$ cat src/rtl/cache_fill_if.sv
// Miss-handling bus between a cache, its fill engine and main memory.
// The master modport is the fill engine; the slave modport is the cache/memory side.
`timescale 1ns/1ps
interface cache_fill_if #(
  parameter int WORDS_PER_BLOCK = 8,
  parameter int ADDR_W          = 16
);
  localparam int IDX_W = $clog2(WORDS_PER_BLOCK);

  logic              miss_detected;
  logic [ADDR_W-1:0] miss_address;
  logic              memory_data_valid;
  logic [15:0]       memory_data;
  logic              fsm_busy;
  logic              mem_en;
  logic [ADDR_W-1:0] memory_address;
  logic              write_data_array;
  logic [IDX_W-1:0]  fill_word;
  logic [15:0]       fill_data;
  logic              write_tag_array;

  modport master (
    input  miss_detected, miss_address, memory_data_valid, memory_data,
    output fsm_busy, mem_en, memory_address, write_data_array, fill_word,
           fill_data, write_tag_array
  );

  modport slave (
    output miss_detected, miss_address, memory_data_valid, memory_data,
    input  fsm_busy, mem_en, memory_address, write_data_array, fill_word,
           fill_data, write_tag_array
  );
endinterface

$ cat src/rtl/cache_fill_fsm.sv
// Cache miss fill engine: issues one pipelined read per block word and writes
// returned words into the data array, committing the tag with the final word.
`timescale 1ns/1ps
module cache_fill_fsm #(
  parameter int WORDS_PER_BLOCK = 8,
  parameter int ADDR_W          = 16
) (
  input  logic         clk,
  input  logic         rst_n,
  cache_fill_if.master bus
);
  localparam int IDX_W = $clog2(WORDS_PER_BLOCK);
  localparam int CNT_W = IDX_W + 1;
  localparam int OFF_W = IDX_W + 1;  // byte offset bits of a block of 16-bit words
  localparam logic [CNT_W-1:0] ISSUE_DONE = CNT_W'(WORDS_PER_BLOCK);
  localparam logic [IDX_W-1:0] LAST_WORD  = IDX_W'(WORDS_PER_BLOCK - 1);

  typedef enum logic {IDLE, FILL} state_e;

  state_e            state_q, state_d;
  logic [CNT_W-1:0]  issue_cnt_q, issue_cnt_d;
  logic [IDX_W-1:0]  recv_cnt_q, recv_cnt_d;
  logic [ADDR_W-1:0] base_addr_q, base_addr_d;

  logic              issuing;
  logic              receiving;
  logic              last_word;
  logic [IDX_W-1:0]  addr_idx;

  // A valid is only accepted for a word that has actually been requested.
  assign issuing   = (state_q == FILL) && (issue_cnt_q < ISSUE_DONE);
  assign receiving = (state_q == FILL) && bus.memory_data_valid
                     && ({1'b0, recv_cnt_q} < issue_cnt_q);
  assign last_word = receiving && (recv_cnt_q == LAST_WORD);
  assign addr_idx  = (issue_cnt_q < ISSUE_DONE) ? issue_cnt_q[IDX_W-1:0] : LAST_WORD;

  assign bus.fsm_busy         = (state_q == FILL);
  assign bus.mem_en           = issuing;
  assign bus.memory_address   = base_addr_q + ADDR_W'({addr_idx, 1'b0});
  assign bus.write_data_array = receiving;
  assign bus.fill_word        = recv_cnt_q;
  assign bus.fill_data        = receiving ? bus.memory_data : '0;
  assign bus.write_tag_array  = last_word;

  always_comb begin
    // NOTE: every _d gets a default before the case so no path leaves one unassigned (no latches).
    state_d     = state_q;
    issue_cnt_d = issue_cnt_q;
    recv_cnt_d  = recv_cnt_q;
    base_addr_d = base_addr_q;
    case (state_q)
      IDLE: begin
        if (bus.miss_detected) begin
          base_addr_d = {bus.miss_address[ADDR_W-1:OFF_W], OFF_W'(0)};
          issue_cnt_d = '0;
          recv_cnt_d  = '0;
          state_d     = FILL;
        end
      end
      FILL: begin
        if (issuing)   issue_cnt_d = issue_cnt_q + CNT_W'(1);
        if (receiving) recv_cnt_d  = recv_cnt_q + IDX_W'(1);
        if (last_word) state_d     = IDLE;
      end
    endcase
  end

  // NOTE: non-blocking assignments so every register samples pre-edge values.
  always_ff @(posedge clk or negedge rst_n) begin
    if (!rst_n) begin
      state_q     <= IDLE;
      issue_cnt_q <= '0;
      recv_cnt_q  <= '0;
      base_addr_q <= '0;
    end else begin
      state_q     <= state_d;
      issue_cnt_q <= issue_cnt_d;
      recv_cnt_q  <= recv_cnt_d;
      base_addr_q <= base_addr_d;
    end
  end
endmodule

$ cat src/flat_wrapper.sv
// flat-port wrapper written by rule: the top's interface ports become plain ports
module cache_fill_fsm_flat 
#(
  parameter int WORDS_PER_BLOCK = 8,
  parameter int ADDR_W          = 16
)
  (clk, rst_n, bus_miss_detected, bus_miss_address, bus_memory_data_valid, bus_memory_data, bus_fsm_busy, bus_mem_en, bus_memory_address, bus_write_data_array, bus_fill_word, bus_fill_data, bus_write_tag_array);
  cache_fill_if #(.WORDS_PER_BLOCK(WORDS_PER_BLOCK), .ADDR_W(ADDR_W)) bus_i ();
  input  logic clk;
  input  logic rst_n;
  input wire logic [$bits(bus_i.miss_detected)-1:0] bus_miss_detected;
  input wire logic [$bits(bus_i.miss_address)-1:0] bus_miss_address;
  input wire logic [$bits(bus_i.memory_data_valid)-1:0] bus_memory_data_valid;
  input wire logic [$bits(bus_i.memory_data)-1:0] bus_memory_data;
  output wire logic [$bits(bus_i.fsm_busy)-1:0] bus_fsm_busy;
  output wire logic [$bits(bus_i.mem_en)-1:0] bus_mem_en;
  output wire logic [$bits(bus_i.memory_address)-1:0] bus_memory_address;
  output wire logic [$bits(bus_i.write_data_array)-1:0] bus_write_data_array;
  output wire logic [$bits(bus_i.fill_word)-1:0] bus_fill_word;
  output wire logic [$bits(bus_i.fill_data)-1:0] bus_fill_data;
  output wire logic [$bits(bus_i.write_tag_array)-1:0] bus_write_tag_array;
  assign bus_i.miss_detected = bus_miss_detected;
  assign bus_i.miss_address = bus_miss_address;
  assign bus_i.memory_data_valid = bus_memory_data_valid;
  assign bus_i.memory_data = bus_memory_data;
  assign bus_fsm_busy = bus_i.fsm_busy;
  assign bus_mem_en = bus_i.mem_en;
  assign bus_memory_address = bus_i.memory_address;
  assign bus_write_data_array = bus_i.write_data_array;
  assign bus_fill_word = bus_i.fill_word;
  assign bus_fill_data = bus_i.fill_data;
  assign bus_write_tag_array = bus_i.write_tag_array;
  cache_fill_fsm #(.WORDS_PER_BLOCK(WORDS_PER_BLOCK), .ADDR_W(ADDR_W)) u_core (.clk(clk), .rst_n(rst_n), .bus(bus_i));
endmodule
$ cat config.mk
export PLATFORM = sky130hd
export DESIGN_NAME = cache_fill_fsm_flat
export DESIGN_NICKNAME = d
export VERILOG_FILES = /design/src/rtl/cache_fill_if.sv /design/src/rtl/cache_fill_fsm.sv /design/src/flat_wrapper.sv
export SDC_FILE = /design/constraint.sdc
export NUM_CORES = 1
export LEC_CHECK = 0
export CAP_MARGIN = 20
export CORE_ASPECT_RATIO = 0.8
export CORE_MARGIN = 5
export CORE_UTILIZATION = 34
export CTS_CLUSTER_DIAMETER = 40
export DETAILED_ROUTE_END_ITERATION = 8
export PLACE_DENSITY = 0.79
export SYNTH_ARGS = -nofsm -noshare
export SYNTH_HDL_FRONTEND = slang
export SYNTH_SLANG_ARGS = --single-unit
$ cat constraint.sdc
create_clock -name clk -period 2.2 [get_ports clk]
set_clock_uncertainty 0.2 [all_clocks]
set_input_delay 0.44 -clock clk [delete_from_list [all_inputs] [get_ports clk]]
set_output_delay 0.44 -clock clk [all_outputs]
set_load 0.02 [all_outputs]
# Word-level counts from Yosys, hierarchy flattened
# Index checks and enable logic that the tools add are counted.
[totals]
ff_bits = 20
input_bits = 36
word_cells = 32
[op_classes]
add_sub_neg = 3
magnitude_cmp = 2
n_eq_ne = 4
muxes = 11
bitwise = 1
reduce_logical = 7
[ops]
columns = ["operator", "n"]
rows = [
  ["adder 16 x 4 -> 16 bit", 1],
  ["2-to-1 mux 16 bit", 1],
  ["2-to-1 mux 3 bit", 3],
  ["2-to-1 mux 4 bit", 2],
  ["one-hot mux 4 bit (2 select lines)", 1],
  ["!= test 2 bit, second input constant", 3],
  ["one-hot mux 3 bit (2 select lines)", 1],
  ["AND reduction 2 bit", 3],
  ["adder 4 x 1 -> 4 bit, second input constant", 1],
  ["logical AND 1 bit", 4],
  ["< comparator 3 x 4 -> 1 bit", 1],
  ["< comparator 4 bit, second input constant", 1],
  ["adder 3 x 1 -> 3 bit, second input constant", 1],
  ["equality test 3 bit, second input constant", 1],
  ["2-to-1 mux 1 bit", 2],
  ["one-hot mux 1 bit (2 select lines)", 1],
  ["inverter 1 bit", 1],
]

# Logic depth before layout (Yosys ltp)
# Gate-level depths: netlist of the first run.
[logic_depth]
word_depth = 5
depth_mapped = 7
mapped_depth_nobuf = 6

# Least setup slack after synthesis of the first run
# No wires, ideal clock.
[synth_timing]
kind = "reg2out"
startpoint = "register u_core.recv_cnt_q[1], in the netlist u_core.bus.fill_word[1]"
endpoint = "output bus_fill_data[10]"
t_arrival_ns = 1.561
required_ns = 1.560
setup_slack_ns = -0.001
path_stages_with_launch = 7
path_buffers = 1
cell_sequence = "dfrtp_1 -> ha_1 -> nor2_1 -> nor4b_2 -> nor2_2 -> buf_6 -> and2_1"
[synth_between]
elab_chain_len = 3
[synth_rtl]
columns = ["item", "line", "rtl"]
rows = [
  ["start, declared", "cache_fill_fsm.sv:22", "logic [IDX_W-1:0] recv_cnt_q, recv_cnt_d;"],
  ["start signal, assigned", "cache_fill_fsm.sv:78", "recv_cnt_q <= recv_cnt_d;"],
  ["< comparator 3 x 4 -> 1 bit", "cache_fill_fsm.sv:33", "&& ({1'b0, recv_cnt_q} < issue_cnt_q);"],
  ["logical AND 1 bit", "cache_fill_fsm.sv:33", ""],
  ["net bus_write_data_array", "flat_wrapper.sv:18", "output wire logic [$bits(bus_i.write_data_array)-1:0] bus_write_data_array;"],
  ["2-to-1 mux 16 bit", "cache_fill_fsm.sv:42", "assign bus.fill_data = receiving ? bus.memory_data : '0;"],
  ["end, declared", "flat_wrapper.sv:20", "output wire logic [$bits(bus_i.fill_data)-1:0] bus_fill_data;"],
]
# The timed path passes the listed nets, and every way through them passes these cells.

# Final worst setup path of the first run
[layout_timing]
startpoint = "register u_core.recv_cnt_q[1], in the netlist u_core.bus.fill_word[1]"
endpoint = "output bus_fill_data[1]"
[layout_between]
elab_chain_len = 3
[layout_rtl]
columns = ["item", "line"]
rows = [
  ["< comparator 3 x 4 -> 1 bit", "cache_fill_fsm.sv:33"],
  ["logical AND 1 bit", "cache_fill_fsm.sv:33"],
  ["2-to-1 mux 16 bit", "cache_fill_fsm.sv:42"],
]
# Every way passes these cells.

==> results.py, run 1 <==
metrics = {
    "global_routing": {
        "grt_pass1_wl_mm": 5.03,
        "grt_overflow": 0,
        "antenna_found_initial": 0,
        "grt_max_degree": 21,
        "grt_pass1_vias": 1120,
        "grtUsageTotal": 0.149,
    },
    "setup_path": {
        "r2r-end": "u_core.bus.fill_word[2]$_DFFE_PN0P_",
        "reg2reg_slack_ns": 0.09,
        "r2r_cells": 8,
        "worstPathMaxFanout": 5,
        "cp-end-kind": "output pin",
        "path_class": "reg -> out",
        "crit_required_ns": 1.56,
        "cp-endpoint": "bus_fill_data[1]",
        "startpoint": "u_core.bus.fill_word[1]$_DFFE_PN0P_",
        "rr_startpoint": "u_core.bus.fill_word[1]$_DFFE_PN0P_",
        "worstSetupStartpointType": "flip-flop",
        "arrival_ns": 1.74,
    },
    "synthesis": {
        "synthMuxAreaShare": 0.168,
        "synth_xor_xnor_area_share": 0.00824,
        "synth_top_family_by_area": "simple AND/OR/NAND/NOR gates",
        "synthCells": 90,
        "yosys.area_share.simple": 0.205,
        "synth_compound_area_frac": 0.0353,
        "synth_fa_ha_area_frac": 0.0589,
        "ys_warn_count": 0,
        "netlist.area_leader.share": 0.471,
        "syn-cell-area_um2": 1060,
        "synth_nets": 131,
        "avgSynthCellArea_um2": 11.8,
        "ys_seq_area_frac": 0.471,
        "synthDistinctLibCells": 24,
        "ys_ff_latch": 20,
        "synthTopCellsByArea": "dfrtp_1, mux2_2, and2_2, ha_1, and2_1",
        "yosys.area.top_type": "dfrtp_1",
    },
    "run_status": {
        "status": "complete, but fails checks",
        "violations": "setup timing",
    },
    "drt": {
        "avgViaCountPerCell": 4.59,
        "remaining_drc_errors": 0,
        "wire_per_inst_um": 14.5,
        "ant_nets": 0,
        "drt-total-wl_mm": 3.17,
        "first_pass_iters": 4,
        "drtIter0Drc": 17,
        "vias": 1006,
    },
    "die": {
        "ios": 75,
        "start_util": 0.349,
        "die_w_um": 72.5,
        "std_cell_rows": 18,
        "die_height_um": 60.0,
        "dieArea_um2": 4350,
        "core_um2": 3040,
    },
    "timing": {
        "post-route-period-util": 1.08,
        "setup_viol": 18,
        "finalSetupTns_ns": -3.05,
        "fmax_ghz": 0.420,
        "report.final.slew_viol_count": 0,
        "grt_setup_unrepaired": "true",
        "fin_crit_ns": 2.38,
        "worst_slack_ns": -0.181,
        "hold_viol_final": 0,
    },
    "cells_and_area": {
        "fillers": 231,
        "final_cell_mix": "clkdlybuf4s50_1, dfrtp_1, buf_6",
        "final_nets": 221,
        "mostFrequentLayoutCell": "clkdlybuf4s50_1",
        "syn_to_final_growth_pct": 97.5,
        "drive_above_1_share": 0.453,
        "multi_input_area_um2": 609,
        "diodes": 0,
        "regArea_um2": 500,
        "final_util": 0.690,
        "instances_no_fill": 219,
    },
    "clock_tree": {
        "clkLatencyLatePin_ns": 0.26,
        "cts_tree": "built",
        "cts-root-buf": "clkbuf_8",
        "htree_levels": 1,
        "cts_buffer_depth": 2,
        "clk_pin_slew_ns": 0.08,
        "numCtsBuffers": 3,
        "cts_sinks": 20,
        "holdBufCountCts": 0,
    },
    "flow_run": {
        "cap_viol_max_count": 0,
    },
    "place": {
        "dp.cells": 210,
        "gpl.final_weighted_congestion": 0.821,
        "dp_hpwl_mm": 2.39,
        "numPortBuffers": 69,
    },
    "pwr": {
        "ir_worst_vdd_v": 0.000821,
        "cellPowerDensity_nw_per_um2": 1490,
        "leakage_nw": 0.936,
    },
    "worst_hold_path": {
        "worstHoldPathType": "reg -> reg",
    },
}
==> area by class of cell <==
type,count,area share
inverters,4,0.00716
flip-flops and latches,20,0.239
clock buffers,3,0.0197
multi-input cells,65,0.290
clock inverters,1,0.0143
repair buffers,86,0.406
well taps,40,0.0239
==> worst min-delay path by stage <==
stage | startpoint | endpoint | slack [ns] | depth (start not counted)
final | u_core.base_addr_q[13]$_DFFE_PN0P_ | u_core.base_addr_q[13]$_DFFE_PN0P_ | 0.31 | 1
after detailed placement | u_core.base_addr_q[13]$_DFFE_PN0P_ | u_core.base_addr_q[13]$_DFFE_PN0P_ | 0.30 | 1
after global routing | rst_n | u_core.base_addr_q[4]$_DFFE_PN0P_ | 0.34 | 2
after global placement | u_core.base_addr_q[6]$_DFFE_PN0P_ | u_core.base_addr_q[6]$_DFFE_PN0P_ | 0.29 | 1
after CTS | u_core.base_addr_q[13]$_DFFE_PN0P_ | u_core.base_addr_q[13]$_DFFE_PN0P_ | 0.31 | 1
after floorplan | rst_n | u_core.base_addr_q[10]$_DFFE_PN0P_ | -0.06 | 0
==> flip-flops by register name, indices dropped and copies added (netlist names) <==
signal and cells:
u_core.base_addr_q 12, u_core.bus.fill_word 3, u_core.bus.fsm_busy 1, u_core.issue_cnt_q 4
==> logic make-up after synthesis <==
kind of cell | Yosys count
AOI/OAI and AO/OA | 6
xor gates and xnor gates | 1
adders and majority gates | 5
buffers and inverters | 8
DFF | 20
muxes | 16
other | 1
and+or+nand+nor | 33
==> stage by stage <==
stage / hold WS, ns / power, W / setup slack (ns) / area, µm²
5_1_grt: 0.337 / 0.00333 / -0.239 / 2100
6_report: 0.308 / 0.00313 / -0.181 / 2100
3_5_place_dp: 0.296 / 0.00251 / -0.505 / 1900
4_1_cts: 0.314 / 0.00311 / -0.210 / 2080
3_3_place_gp: 0.290 / 0.00245 / -0.473 / 1900
2_1_floorplan: -0.0556 / 0.00162 / 0.0153 / 1070
==> what timing repair did <==
item / 4_1_cts / 5_1_grt
setup buffers: 3 / 0
gates resized for setup: 136 / 3
pin swaps: 25 / 4
setup endpoints to repair: 22 / 20
cloned: 3 / 0
==> layer usage <==
| metal | share of wire | up-vias | wire length, µm | global-route usage |
|---|---|---|---|---|
| li1 | - | 479 | - | - |
| met5 | 0 | - | 0 | 0 |
| met2 | 0.50 | 50 | 1600 | 0.276 |
| met3 | 0.12 | 0 | 368 | 0.0655 |
| met4 | 0 | 0 | 0 | 0.0158 |
| met1 | 0.38 | 477 | 1200 | 0.164 |
==> power breakdown <==
part	internal (W)	switching, W	total, W
Clock	0.000243	0.000123	0.000365
Combinational	0.00115	0.000954	0.00210
Sequential	0.000553	0.000113	0.000666
==> worst max-delay path: stages (launching register included) <==
cell	delay, ns
dfrtp_1	0.41
ha_4	0.28
nor2_2	0.04
nor4b_4	0.26
buf_6	0.18
nor2_4	0.06
and2_4	0.14
buf_6	0.12
==> Yosys cell counts <==
cell,count
dfrtp_1,20
mux2_2,13
and2_2,9
and2_1,8
ha_1,5
nor2_1,5
inv_1,4
nor2b_1,3
or2_2,3
a21oi_1,2
buf_4,2
buf_6,2
mux2_1,2
nor2_2,2
a22o_1,1
a31oi_1,1
conb_1,1
mux2i_1,1
nand2_1,1
nor3b_2,1
nor4b_2,1
o211ai_1,1
o21ai_0,1
xnor2_1,1
No activity file was read; power rests on OpenSTA's default activity.
==> run 2: changes to the inputs <==
- ABC_AREA: default -> 1
- CELL_PAD_IN_SITES_DETAIL_PLACEMENT: default -> 1
- CELL_PAD_IN_SITES_GLOBAL_PLACEMENT: default -> 1
- CORE_UTILIZATION: 34 -> 23
- PLACE_DENSITY: 0.79 -> default
- PLACE_DENSITY_LB_ADDON: default -> 0.1
==> run 2 against run 1 <==
The flow still finishes with violations (setup timing); sequential share of layout area shrank 0.085 points; synthesized cell count increased by 63%; via count is 20% higher; non-clock buffer count up 4; largest power group unchanged; clock-buffer cell count unchanged; global-route usage decreased by 1.1 points.
==> results.py, run 2 <==
metrics = {
    "worst_hold_path": {
        "hold_path_depth": 2,
        "worstHoldPathType": "reg -> reg",
    },
    "place": {
        "gpl.final_weighted_congestion": 0.721,
        "dpl_cell_area_um2": 1910,
        "pre_cts_ws_ns": -0.601,
        "dp.cells": 285,
        "dp_hpwl_mm": 3.10,
        "numPortBuffers": 69,
    },
    "cells_and_area": {
        "fillers": 561,
        "largest_register_ffs": 12,
        "instances_no_fill": 296,
        "drive_above_1_share": 0.284,
        "diodes": 0,
        "regMostFlops": "u_core.base_addr_q",
        "mostFrequentLayoutCell": "nand2_1",
        "final_area_um2": 2110,
        "multi_input_area_um2": 563,
        "regArea_um2": 500,
        "syn_to_final_growth_pct": 94.8,
        "final_nets": 279,
        "final_cell_mix": "nand2_1, clkdlybuf4s50_1, buf_4",
    },
    "setup_path": {
        "cp_slowest_cell": "dfrtp_1",
        "max_stage_delay_ns": 0.42,
        "cp-end-kind": "output pin",
        "cpMostUsedCell": "nor2_4",
        "path_class": "reg -> out",
        "worstSetupStartpointType": "flip-flop",
        "worst-path-buf-inv": 3,
        "cp.depth": 8,
        "crit_required_ns": 1.56,
        "worstPathMaxFanout": 4,
        "r2r_cells": 10,
        "arrival_ns": 1.57,
        "path_cells": "ha_4 > inv_2 > nor2_4 > nand2_4 > buf_12 > nand2_8 > nor2_4 > buf_6",
        "crit_family": "flip-flops",
    },
    "pwr": {
        "leakage_nw": 1.12,
        "cellPowerDensity_nw_per_um2": 1420,
        "ir_worst_vdd_v": 0.000453,
    },
    "synthesis": {
        "ys_warn_count": 0,
        "ys_ff_latch": 20,
        "yosys.area.top_type": "dfrtp_1",
        "netlist.area_leader.share": 0.463,
        "async_reset_ff_frac": 1.00,
        "synthMostInstantiatedCell": "nand2_1",
        "synth_ff_type": "dfrtp_1",
        "synthTopCellsByArea": "dfrtp_1, nand2_1, inv_1, nor2_1, ha_1",
        "synth_nets": 188,
        "synth_edf_count": 0,
        "avgSynthCellArea_um2": 7.35,
        "synthDistinctLibCells": 18,
        "ys_seq_area_frac": 0.463,
        "synth.top_cells.by_count": "nand2_1, inv_1, dfrtp_1",
        "synthCells": 147,
        "syn-cell-area_um2": 1080,
    },
    "die": {
        "core_um2": 4570,
        "die_height_um": 71.3,
        "ios": 75,
        "die_w_um": 86.7,
        "std_cell_rows": 22,
        "dieArea_um2": 6180,
        "start_util": 0.237,
    },
    "drt": {
        "remaining_drc_errors": 0,
        "first_pass_iters": 3,
        "wire_per_inst_um": 13.8,
        "ant_nets": 0,
        "drtIter0Drc": 16,
        "avgViaCountPerCell": 4.09,
        "drt-total-wl_mm": 4.07,
        "vias": 1210,
    },
    "clock_tree": {
        "cts-root-buf": "clkbuf_8",
        "clkLatencyLatePin_ns": 0.25,
        "cts_sinks": 20,
        "htree_levels": 1,
        "numCtsBuffers": 3,
        "clk_pin_slew_ns": 0.07,
        "cts_tree": "built",
        "cts_buffer_depth": 2,
    },
    "global_routing": {
        "grt_max_degree": 21,
        "antenna_found_initial": 0,
        "grt_pass1_vias": 1392,
        "grt_overflow": 0,
        "grt_pass1_wl_mm": 6.83,
        "grtUsageTotal": 0.138,
    },
    "timing": {
        "worst_slack_ns": -0.0105,
        "post-route-period-util": 1.00,
        "setup_viol": 3,
        "grt_setup_unrepaired": "true",
        "fmax_ghz": 0.452,
        "fin_crit_ns": 2.21,
        "hold_viol_final": 0,
        "report.final.slew_viol_count": 0,
        "finalSetupTns_ns": -0.0298,
    },
    "run_status": {
        "status": "complete, but fails checks",
        "violations": "setup timing",
    },
    "flow_run": {
        "cap_viol_max_count": 0,
    },
}
[run 2: cell count changes after synthesis, moves of 8 or more]
| cell | change |
|---|---|
| nor2_1 | +13 |
| and2_2 | -9 |
| inv_1 | +23 |
| nand2_1 | +54 |
| and2_1 | -8 |
| mux2_2 | -13 |
[run 2: worst min-delay path: cells and delay by family (launching register included)]
kind          cells  cell delay [ns]
simple gates      2             0.12
flops             1             0.34
[run 2: cells by family (layout without fill, tap and decap cells)]
logic type	Yosys count	after routing	share of synthesized area
buffers and inverters	33	120	0.140
AO/OA/AOI/OAI	5	5	0.0278
AND/OR/NAND/NOR	82	84	0.300
other	1	1	0.00347
XOR/XNOR	1	1	0.00810
adder cells (fa/ha/maj)	5	5	0.0579
flip-flops	20	20	0.463
[run 2: what timing repair did]
| item | CTS | global route |
|---|---|---|
| gates cloned | 2 | 0 |
| pin swaps | 12 | 5 |
| gates resized for setup | 115 | 15 |
| hold buffers | 0 | 0 |
| setup buffers | 5 | 1 |
| endpoints found under the setup margin | 20 | 19 |
[run 2: path summary, 6_finish.rpt]
check                                                          from                                  end  slack, ns
worst min-delay path             u_core.base_addr_q[13]$_DFFE_PN0P_   u_core.base_addr_q[13]$_DFFE_PN0P_       0.29
max in group asynchronous                                     rst_n    u_core.base_addr_q[4]$_DFFE_PN0P_       1.25
worst max-delay path            u_core.bus.fill_word[2]$_DFFE_PN0P_                     bus_fill_data[8]      -0.01
worst min register to register   u_core.base_addr_q[13]$_DFFE_PN0P_   u_core.base_addr_q[13]$_DFFE_PN0P_       0.29
min in group asynchronous                                     rst_n   u_core.base_addr_q[10]$_DFFE_PN0P_       0.34
worst max register to register  u_core.bus.fill_word[2]$_DFFE_PN0P_  u_core.bus.fill_word[0]$_DFFE_PN0P_       0.45
[run 2: cell type report]
| class | instances | area share |
|---|---|---|
| flip-flops and latches | 20 | 0.238 |
| clock buffers | 3 | 0.0196 |
| inverters | 27 | 0.0481 |
| repair buffers | 90 | 0.392 |
| multi-input cells | 96 | 0.267 |
| well taps | 60 | 0.0357 |
[run 2: per-layer routing]
metal  part of all wire  up-vias  wire length, µm  track usage
met2               0.50       33             2020        0.252
met5                  0        -                0            0
met1               0.44      567             1770        0.164
met4             0.0047        0               19       0.0260
met3              0.064        2              259       0.0368
li1                   -      608                -            -
[run 2: stage by stage]
stage	util	power, W	hold WS (ns)
after CTS	0.450	0.00297	0.294
after detailed placement	0.418	0.00247	0.277
after floorplan	-	0.00155	-0.0556
final	0.461	0.00300	0.285
after global routing	0.461	0.00324	0.321
after global placement	0.418	0.00240	0.261
[run 2: power breakdown]
part           switching, W  total (W)  leakage (nW)  internal (W)
Sequential         0.000113   0.000655         0.246      0.000542
Combinational       0.00114    0.00211         0.851      0.000973
Clock              0.000110   0.000232        0.0216      0.000122
==> run 3: changes to the inputs <==
- MAX_ROUTING_LAYER: default -> met4
- SLEW_MARGIN: default -> 20
==> run 3 against run 2 <==
Critical path type unchanged; clock-buffer cell count unchanged; clock power barely moved; global-route usage up 0.41 points; critical path depth did not move; critical endpoint unchanged; largest power group unchanged; flip-flop and latch count is the same; utilization unchanged; die area unchanged; final cell count stayed put; sequential share of layout area unchanged; the flow still finishes with violations (setup timing); sequential power about the same.
==> results.py, run 3 (same netlist as run 2, synthesis figures left out) <==
metrics = {
    "cells_and_area": {
        "drive_above_1_share": 0.284,
        "instances_no_fill": 296,
        "final_nets": 279,
        "regMostFlops": "u_core.base_addr_q",
        "final_cell_mix": "nand2_1, clkdlybuf4s50_1, buf_4",
        "syn_to_final_growth_pct": 94.8,
        "diodes": 0,
        "largest_register_ffs": 12,
        "mostFrequentLayoutCell": "nand2_1",
    },
    "worst_hold_path": {
        "hold_path_depth": 2,
        "hold_end": "u_core.base_addr_q[13]$_DFFE_PN0P_",
        "min_from": "u_core.base_addr_q[13]$_DFFE_PN0P_",
        "worstHoldPathType": "reg -> reg",
    },
    "clock_tree": {
        "clk_pin_slew_ns": 0.07,
        "cts_buffer_depth": 2,
        "holdBufCountCts": 0,
        "htree_levels": 1,
        "numCtsBuffers": 3,
        "cts_sinks": 20,
        "cts-root-buf": "clkbuf_8",
        "clkLatencyLatePin_ns": 0.25,
        "cts_tree": "built",
    },
    "setup_path": {
        "worstPathMaxFanout": 4,
        "reg2reg_slack_ns": 0.45,
        "arrival_ns": 1.57,
        "crit_required_ns": 1.56,
        "r2r_cells": 10,
        "worstSetupStartpointType": "flip-flop",
        "r2r-end": "u_core.bus.fill_word[0]$_DFFE_PN0P_",
        "path_class": "reg -> out",
        "cp-end-kind": "output pin",
        "startpoint": "u_core.bus.fill_word[2]$_DFFE_PN0P_",
        "rr_startpoint": "u_core.bus.fill_word[2]$_DFFE_PN0P_",
    },
    "drt": {
        "drtIter0Drc": 17,
        "wire_per_inst_um": 13.8,
        "first_pass_iters": 4,
        "drt-total-wl_mm": 4.08,
        "vias": 1217,
        "remaining_drc_errors": 0,
        "ant_nets": 0,
        "avgViaCountPerCell": 4.11,
    },
    "place": {
        "dp.cells": 285,
        "gpl.final_weighted_congestion": 0.730,
        "dp_hpwl_mm": 3.10,
        "numPortBuffers": 69,
    },
    "die": {
        "die_height_um": 71.3,
        "start_util": 0.237,
        "dieArea_um2": 6180,
        "core_um2": 4570,
        "die_w_um": 86.7,
        "std_cell_rows": 22,
        "ios": 75,
    },
    "timing": {
        "fmax_ghz": 0.452,
        "setup_viol": 3,
        "grt_setup_unrepaired": "true",
        "worst_slack_ns": -0.0114,
        "report.final.slew_viol_count": 0,
        "post-route-period-util": 1.01,
        "finalSetupTns_ns": -0.0316,
        "hold_viol_final": 0,
        "fin_crit_ns": 2.21,
    },
    "pwr": {
        "leakage_nw": 1.12,
        "cellPowerDensity_nw_per_um2": 1420,
        "ir_worst_vdd_v": 0.000453,
        "power_w": 0.00300,
    },
    "run_status": {
        "status": "complete, but fails checks",
        "violations": "setup timing",
    },
    "global_routing": {
        "antenna_found_initial": 0,
        "grtUsageTotal": 0.142,
        "grt_max_degree": 21,
        "grt_pass1_vias": 1390,
        "grt_pass1_wl_mm": 6.83,
        "grt_overflow": 0,
    },
    "flow_run": {
        "cap_viol_max_count": 0,
    },
}
[run 3: power by group]
group	internal (W)	switching, W
combinational	0.000973	0.00114
clock	0.000122	0.000111
sequential	0.000541	0.000113
total	0.00164	0.00136
[run 3: how the worst max path moves through the flow]
stage,end,cells after the start
global route,bus_fill_data[14],8
finish,bus_fill_data[8],8
global placement,bus_fill_data[6],6
CTS,bus_fill_data[13],9
floorplan,bus_fill_data[10],7
detailed placement,bus_fill_data[13],6
[run 3: critical path, cell delays in order, from the launching register on]
cell	delay, ns
dfrtp_1	0.42
ha_4	0.28
inv_2	0.03
nor2_4	0.11
nand2_4	0.09
buf_12	0.14
nand2_8	0.08
nor2_4	0.04
buf_6	0.12
[run 3: timing repair]
item,in CTS,in global routing
resized for setup,115,15
setup buffers,5,1
gates cloned,2,0
pin swaps,12,5
endpoints found under the setup margin,20,19
[run 3: layer usage]
layer	part of all wire	global-route usage	vias up
li1	-	-	607
met1	0.44	0.166	571
met2	0.49	0.252	37
met3	0.060	0.0333	2
met4	0.0047	0.0260	0
met5	0	-	-
[run 3: stage by stage]
step	utilization	cell area, µm²	hold slack [ns]	setup slack [ns]
6_report	0.461	2110	0.285	-0.0114
5_1_grt	0.461	2110	0.321	-0.0890
4_1_cts	0.450	2050	0.294	-0.0577
3_5_place_dp	0.418	1910	0.277	-0.601
3_3_place_gp	0.418	1910	0.261	-0.510
2_1_floorplan	-	1080	-0.0556	0.104
[run 3: layout make-up]
type                            count  area [µm²]
Multi-Input combinational cell     96         563
Sequential cell                    20         500
Timing Repair Buffer               90         825
Tap cell                           60        75.1
Inverter                           27         101
Fill cell                         561        2460
Clock buffer                        3        41.3
